## config.mk

```make
export PLATFORM = sky130hd
export DESIGN_NAME = uart_rx_arb
export DESIGN_NICKNAME = d
export VERILOG_FILES = /design/src/rtl/uart_rx_arb.sv
export SDC_FILE = /design/constraint.sdc
export NUM_CORES = 1
export LEC_CHECK = 0
export CAP_MARGIN = 0
export CELL_PAD_IN_SITES_DETAIL_PLACEMENT = 1
export CELL_PAD_IN_SITES_GLOBAL_PLACEMENT = 1
export CORE_MARGIN = 2
export CORE_UTILIZATION = 28
export DETAILED_ROUTE_END_ITERATION = 8
export PLACE_DENSITY = 0.9
export SETUP_SLACK_MARGIN = 0.15
export SLEW_MARGIN = 15
export SYNTH_ARGS = -nofsm -noshare
export SYNTH_HDL_FRONTEND = slang
export SYNTH_SLANG_ARGS = --single-unit
```

## constraint.sdc

```tcl
create_clock -name clk -period 9.7 [get_ports clk]
set_input_delay 1.94 -clock clk [delete_from_list [all_inputs] [get_ports clk]]
set_output_delay 1.94 -clock clk [all_outputs]
set_load 0.02 [all_outputs]
```

## src/rtl/uart_rx_arb.sv

```systemverilog
// Round-robin merge of N UART rx frame streams onto one AXIS output tagged with source index; UART_RX_ARB_STATS_EN adds per-port grant counters.
// Latency: one cycle from input handshake to output valid; one frame per cycle sustained.
// Backpressure: while the output register is full and m_axis_tready is low, every s_axis_tready is held low.
module uart_rx_arb #(
  parameter int N_PORTS     = 4,
  parameter int FRAME_WIDTH = 64,
  parameter int DEST_WIDTH  = 2
) (
  input  logic                           clk,
  input  logic                           rst,
  input  logic [N_PORTS*FRAME_WIDTH-1:0] s_axis_tdata,
  input  logic [N_PORTS-1:0]             s_axis_tvalid,
  output logic [N_PORTS-1:0]             s_axis_tready,
  output logic [FRAME_WIDTH-1:0]         m_axis_tdata,
  output logic [DEST_WIDTH-1:0]          m_axis_tdest,
  output logic                           m_axis_tvalid,
  input  logic                           m_axis_tready
`ifdef UART_RX_ARB_STATS_EN
  ,
  output logic [N_PORTS*16-1:0]          grant_count
`endif
);

  typedef enum logic {EMPTY, FULL} state_t;

  localparam logic [DEST_WIDTH:0] NP = (DEST_WIDTH+1)'(N_PORTS);

  state_t                  state, state_nxt;
  logic [DEST_WIDTH-1:0]   last_grant;
  logic [DEST_WIDTH:0]     start, off, sum;
  logic [N_PORTS-1:0]      rot;
  logic                    grant_vld, load_ok, do_grant;
  logic [DEST_WIDTH-1:0]   grant_idx;
  logic [FRAME_WIDTH-1:0]  frames [N_PORTS];

  // Rotate valids so bit 0 is the port just after last_grant; the lowest set bit wins.
  assign start = {1'b0, last_grant} + (DEST_WIDTH+1)'(1);

  always_comb begin
    rot       = N_PORTS'({s_axis_tvalid, s_axis_tvalid} >> start);
    grant_vld = 1'b0;
    off       = '0;
    for (int k = N_PORTS-1; k >= 0; k--) begin
      if (rot[k]) begin
        grant_vld = 1'b1;
        off       = (DEST_WIDTH+1)'(k);
      end
    end
    sum       = start + off;
    grant_idx = (sum >= NP) ? DEST_WIDTH'(sum - NP) : DEST_WIDTH'(sum);
  end

  always_comb begin
    for (int i = 0; i < N_PORTS; i++) begin
      frames[i] = s_axis_tdata[i*FRAME_WIDTH +: FRAME_WIDTH];
    end
  end

  assign load_ok       = (state == EMPTY) || m_axis_tready;
  assign do_grant      = load_ok && grant_vld && !rst;
  assign s_axis_tready = do_grant ? (N_PORTS'(1) << grant_idx) : '0;
  assign m_axis_tvalid = (state == FULL);

  always_ff @(posedge clk) begin
    if (rst) state <= EMPTY;
    else     state <= state_nxt;
  end

  always_comb begin
    state_nxt = state;
    case (state)
      EMPTY: if (do_grant) state_nxt = FULL;
      FULL:  if (m_axis_tready && !do_grant) state_nxt = EMPTY;
      default: state_nxt = EMPTY;
    endcase
  end

  always_ff @(posedge clk) begin
    if (rst) begin
      m_axis_tdata <= '0;
      m_axis_tdest <= '0;
      last_grant   <= DEST_WIDTH'(N_PORTS-1);
    end else if (do_grant) begin
      m_axis_tdata <= frames[grant_idx];
      m_axis_tdest <= grant_idx;
      last_grant   <= grant_idx;
    end
  end

`ifdef UART_RX_ARB_STATS_EN
  logic [N_PORTS-1:0][15:0] cnt;

  always_ff @(posedge clk) begin
    if (rst) begin
      cnt <= '0;
    end else begin
      for (int i = 0; i < N_PORTS; i++) begin
        if (s_axis_tready[i]) cnt[i] <= cnt[i] + 16'd1;
      end
    end
  end

  assign grant_count = cnt;
`endif

endmodule

```

# Yosys cells after proc, flatten, opt, wreduce, memory -nomap -nowiden
# Cells that the tools add are included.
# op_classes
n_addsub,3
bitwise,2
n_reduce_logical,6
n_shift,2
magnitude_cmp,2
mux,16
# ops
op,n
64-bit binary-select mux with 2-bit select,1
64-bit two-way mux,2
8-bit by 3-bit >> shifter with 4-bit output,1
"3-bit greater-or-equal comparator, second input constant",2
1-bit two-way mux,6
2-bit two-way mux,3
3-bit two-way mux,2
4-bit two-way mux,1
"1-bit by 2-bit << shifter with 4-bit output, first input constant",1
"2-bit by 1-bit adder with 3-bit output, second input constant",1
3-bit adder,1
1-bit logical AND,3
2-bit NOT with 3-bit output,1
1-bit logical NOT,2
1-bit case mux with 2 select lines,1
"2-bit by 1-bit subtractor with 2-bit output, second input constant",1
1-bit logical OR,1
1-bit NOT,1
# word_totals
out_inout_bits,71
regBits,69

# Logic depth before layout (Yosys ltp)
# depth
ltp_word,13
depth_mapped,14
depth_no_buf,11

# Worst setup path before layout
# Ideal clock, no wire load.
# synth_path
path_kind,input to output
startpoint,in s_axis_tvalid[1]
endpoint,out s_axis_tready[0]
arrival_time_ps,4186
cell_stages,11
path_slack_ps,3574
cell_sequence,clkbuf_1 -> nor2_1 -> a221oi_1 -> a31oi_1 -> a211oi_1 -> ha_1 -> clkbuf_1 -> buf_2 -> buf_1 -> nand2_1 -> nor2b_1
# synth_between
elab_chain_cells,10
elab_cells_between_ends,17
# synth_lines
item,line_no,source
from (decl),12,"input logic [N_PORTS-1:0] s_axis_tvalid,"
8-bit by 3-bit >> shifter with 4-bit output *,40,"rot = N_PORTS'({s_axis_tvalid, s_axis_tvalid} >> start);"
2-bit two-way mux (2 in series),44,if (rot[k]) begin
3-bit two-way mux (2 in series),44,
3-bit adder,49,sum = start + off;
3-bit greater-or-equal comparator / 2-bit by 1-bit subtractor with 2-bit output (equally long branches),50,grant_idx = (sum >= NP) ? DEST_WIDTH'(sum - NP) : DEST_WIDTH'(sum);
2-bit two-way mux,50,
1-bit by 2-bit << shifter with 4-bit output,61,assign s_axis_tready = do_grant ? (N_PORTS'(1) << grant_idx) : '0;
4-bit two-way mux *,61,
to (decl),13,"output logic [N_PORTS-1:0] s_axis_tready,"
# Every way passes the cells marked *; elsewhere a longest branch is shown, timed or not.

# Final worst setup path
# layout_path
startpoint,in s_axis_tvalid[1]
endpoint,out s_axis_tready[1]
# The elaborated chain is that of the path after synthesis.

==> run summary <==
• 26.1% — area share of the largest cell type after synthesis
• 33.4% — relative max-transition margin
• 0% — fraction of registers with async set/reset
• 73 — maximum number of pins on one net before global-route repair
• 8 — maximum fanout encountered on the critical timing path
• 1.20 mW — Net Switching
• 844 — Net Count, Synth
• 0.06 ns — CTS clk-pin slew, worst paths
• 2 — largest buffer count on any clock path
• no — RSZ-0062 raised after global routing
• 202 — detailed router's first-iteration violation count
• 43.7% — net switching share of the total power
• 0 — count of maximum capacitance violations
• 3 — H-tree level count
• 0 — number of hold violations in the final report
• 0 — max-slew violation count
• 0.330% — post-synthesis share of cell area spent on xor and xnor gates
• 28.4% — initial core utilization
• 0.472% — post-synthesis adder-cell area fraction
• 5.47 — per-cell via count in the routed design
• 334 — total I/O pin count
• 0.294 mV — largest voltage drop on the vdd net
• 9.16 µm² — synthesized area per cell
• 31.5% — area fraction in compound gates after synthesis
• mux2i_1 — most frequent cell after synthesis
• 142 µm — die height
• 5.14 ns — Data arrival, critical path
• 0.750 — routability congestion estimate from global placement
• 3.35% — fraction of layout cells with a size suffix above 1
• 0 — number of remaining DRC errors
• 333 — Buffers on Ports
• 7.08 ns — minimum clock period after layout
• 579 — Post-Synthesis Cells
• 130 x mux2i_1, 77 x nor2_1, 69 x dfxtp_1 — commonest cells in the netlist
• 3.56 nW — Static Leak
• 20100 µm² — Die Footprint
• 0 — endpoints failing setup
• done — TritonCTS clock tree
• 18600 µm² — core footprint
• 16000 µm — dpl hpwl
• 0 — final antenna diode count
• 6021 — via count of the routed design
• dfxtp_1 26%, mux2i_1 25%, a221o_1 12% — top area cells in the synthesized netlist
• 4 — length of the first detailed-routing pass in iterations
• 1.54 mW — Internal Dissipation
• 16.5% — power share of the sequential group
• 37 — number of library cell types mapped by synthesis
• complete, no violations — run status
• 19.4 µm — Wirelength per Cell
• 142 µm — width of the chip
• 309 nW/µm² — power density over the cells
• clkbuf_16 — master cell of the clock root buffer
• 21300 µm — WL final
• 0.141 GHz — highest clock rate
• 7.76 ns — Worst Path Required
• 0 — cells resized by post-CTS repair
• 32700 µm — global-route wire length before repair
• 9 — Inserted Clock Buffers
• 47.6% — utilization after layout
• 0 — initial antenna violation count
• 0.34 ns — clock insertion delay at the later pin of the skew report
• register to register — class of the worst hold path
• 0 — Final ANT Viol Nets
• 0 — post-CTS setup buffers
• 0 — EDFF count, synth
• 73.0% — crit share post-route
• 70.4% — Combinational Power Share
• 0 — total congestion overflow after global routing
• input pin to output port — category of the most critical setup path
• 67.3% — synthesis-to-finish area growth
• 24.5% — mux cell area share after synthesis
• input pin — element type at the critical path start
• 1.00 ns — slew of the pin with the lowest slew margin
• 0 — hold-fix buffers at CTS
• 50 — Core Rows
• dfxtp_1 — cell type contributing the most total cell area after synthesis
• output port — Crit. End Element
• 69 — clock sink count
• 1126 — net count of the finished layout
• 0 — Synthesis Warnings
• 5300 µm² — Mapped Area
• 6129 — via count of the first global-routing pass
• 69 — synthesis-stage register bit count
• 8.47% — area fraction in and, or, nand and nor cells after synthesis
• 26.1% — sequential-to-total area share from yosys stat
• compound AO/OA/AOI/OAI gates — main combinational cell family by area after synthesis
• 0.00990 ns — Post-Route Skew
• 13.1% — clock group share of total power
• 20.5% — GR Util All Layers
• dfxtp_1 — leading register cell type out of synthesis
• 0 ns — setup TNS after final layout
-- logic make-up (layout without fill, tap and decap cells) --
logic type,after synthesis,count (layout)
multiplexers,130,130
flip-flops,69,69
adder cells (fa/ha/maj),2,2
AO/OA/AOI/OAI,203,203
buffers and inverters,71,358
XOR/XNOR,2,2
AND/OR/NAND/NOR,102,102
-- flip-flops by register name, summed over array words and instances, names as in the netlist --
name           cells
m_axis_tdata      64
last_grant         2
m_axis_tdest       2
m_axis_tvalid      1
-- metal layers --
| layer | GRT usage, % | routed length [µm] |
|---|---|---|
| met1 | 23.2 | 8490 |
| met2 | 36.8 | 10700 |
| met3 | 5.03 | 1380 |
| met4 | 8.53 | 677 |
| met5 | 0 | 0 |
-- layout make-up --
type | count | area [µm²]
clock buffers | 9 | 225
clock inverters | 7 | 90.1
fillers | 2122 | 9770
inverters | 2 | 7.51
multi-input cells | 439 | 3490
flip-flops and latches | 69 | 1380
well taps | 234 | 293
repair buffers | 340 | 3390
-- critical path: stages --
cell and delay, ns:
clkdlybuf4s50_1 0.63, nor2_1 0.07, a221oi_1 0.29, a31oi_1 0.07, a211oi_1 0.47, ha_4 0.22, xnor2_1 0.14, xnor2_1 0.40
nor3b_1 0.26, clkdlybuf4s50_1 0.65
-- final timing paths --
path | endpoint | start | cells after the start | slack (ns)
setup reg to reg | m_axis_tdata[59]$_SDFFE_PP0P_ | last_grant[0]$_SDFFE_PP1P_ | 11 | 5.56
setup / recovery | s_axis_tready[1] | s_axis_tvalid[1] | 10 | 2.62
hold reg to reg | m_axis_tdata[53]$_SDFFE_PP0P_ | m_axis_tdata[53]$_SDFFE_PP0P_ | 1 | 0.48
hold / removal | m_axis_tdata[53]$_SDFFE_PP0P_ | m_axis_tdata[53]$_SDFFE_PP0P_ | 1 | 0.48
-- cell usage in the layout, fill, tap and decap left out --
| cell | instances |
|---|---|
| and3_4 | 1 |
| o21bai_4 | 1 |
| clkinvlp_4 | 2 |
| nand3b_1 | 1 |
| nand2b_1 | 2 |
| clkinv_2 | 3 |
| nand2_4 | 1 |
| ha_1 | 1 |
| a31oi_1 | 2 |
| o22ai_1 | 65 |
| nand3_1 | 1 |
| buf_4 | 7 |
| nor4_1 | 2 |
| nor3_1 | 3 |
| nor3b_1 | 1 |
| a221oi_1 | 1 |
| nand2_1 | 7 |
| a211oi_1 | 1 |
| xnor2_1 | 2 |
| dfxtp_1 | 69 |
| nand2b_4 | 1 |
| a221o_1 | 64 |
| and2_1 | 1 |
| nor2b_1 | 2 |
| ha_4 | 1 |
| o211ai_1 | 1 |
| clkbuf_16 | 9 |
| a21oi_1 | 1 |
| o21ai_0 | 3 |
| mux2i_1 | 130 |
| or4_1 | 1 |
| clkdlybuf4s50_1 | 333 |
| bufinv_16 | 2 |
| nor2_1 | 77 |
| o22a_1 | 64 |
| nor2_4 | 1 |
| inv_1 | 2 |
-- metrics by stage --
step / total power [mW] / instance area [µm²] / std cells / hold slack [ns] / worst slack, ns
5_1_grt: 2.93 / 8870 / 1100 / 0.507 / 2.34
2_1_floorplan: 1.89 / 5300 / 579 / 0.544 / 3.57
4_1_cts: 2.76 / 8870 / 1100 / 0.491 / 2.60
6_report: 2.74 / 8870 / 1100 / 0.481 / 2.62
3_5_place_dp: 2.40 / 8560 / 1084 / 0.472 / 2.62
3_3_place_gp: 2.34 / 8560 / 1084 / 0.469 / 2.75
-- power groups by stage --
stage                     Sequential, mW  Combinational [mW]  Clock (mW)
after floorplan                    0.552                1.34           0
after global placement             0.454                1.88           0
after detailed placement           0.457                1.94           0
after CTS                          0.453                1.94       0.364
after global routing               0.466                2.09       0.379
final                              0.452                1.93       0.358
Note: power is estimated with default switching activity, not from simulation.
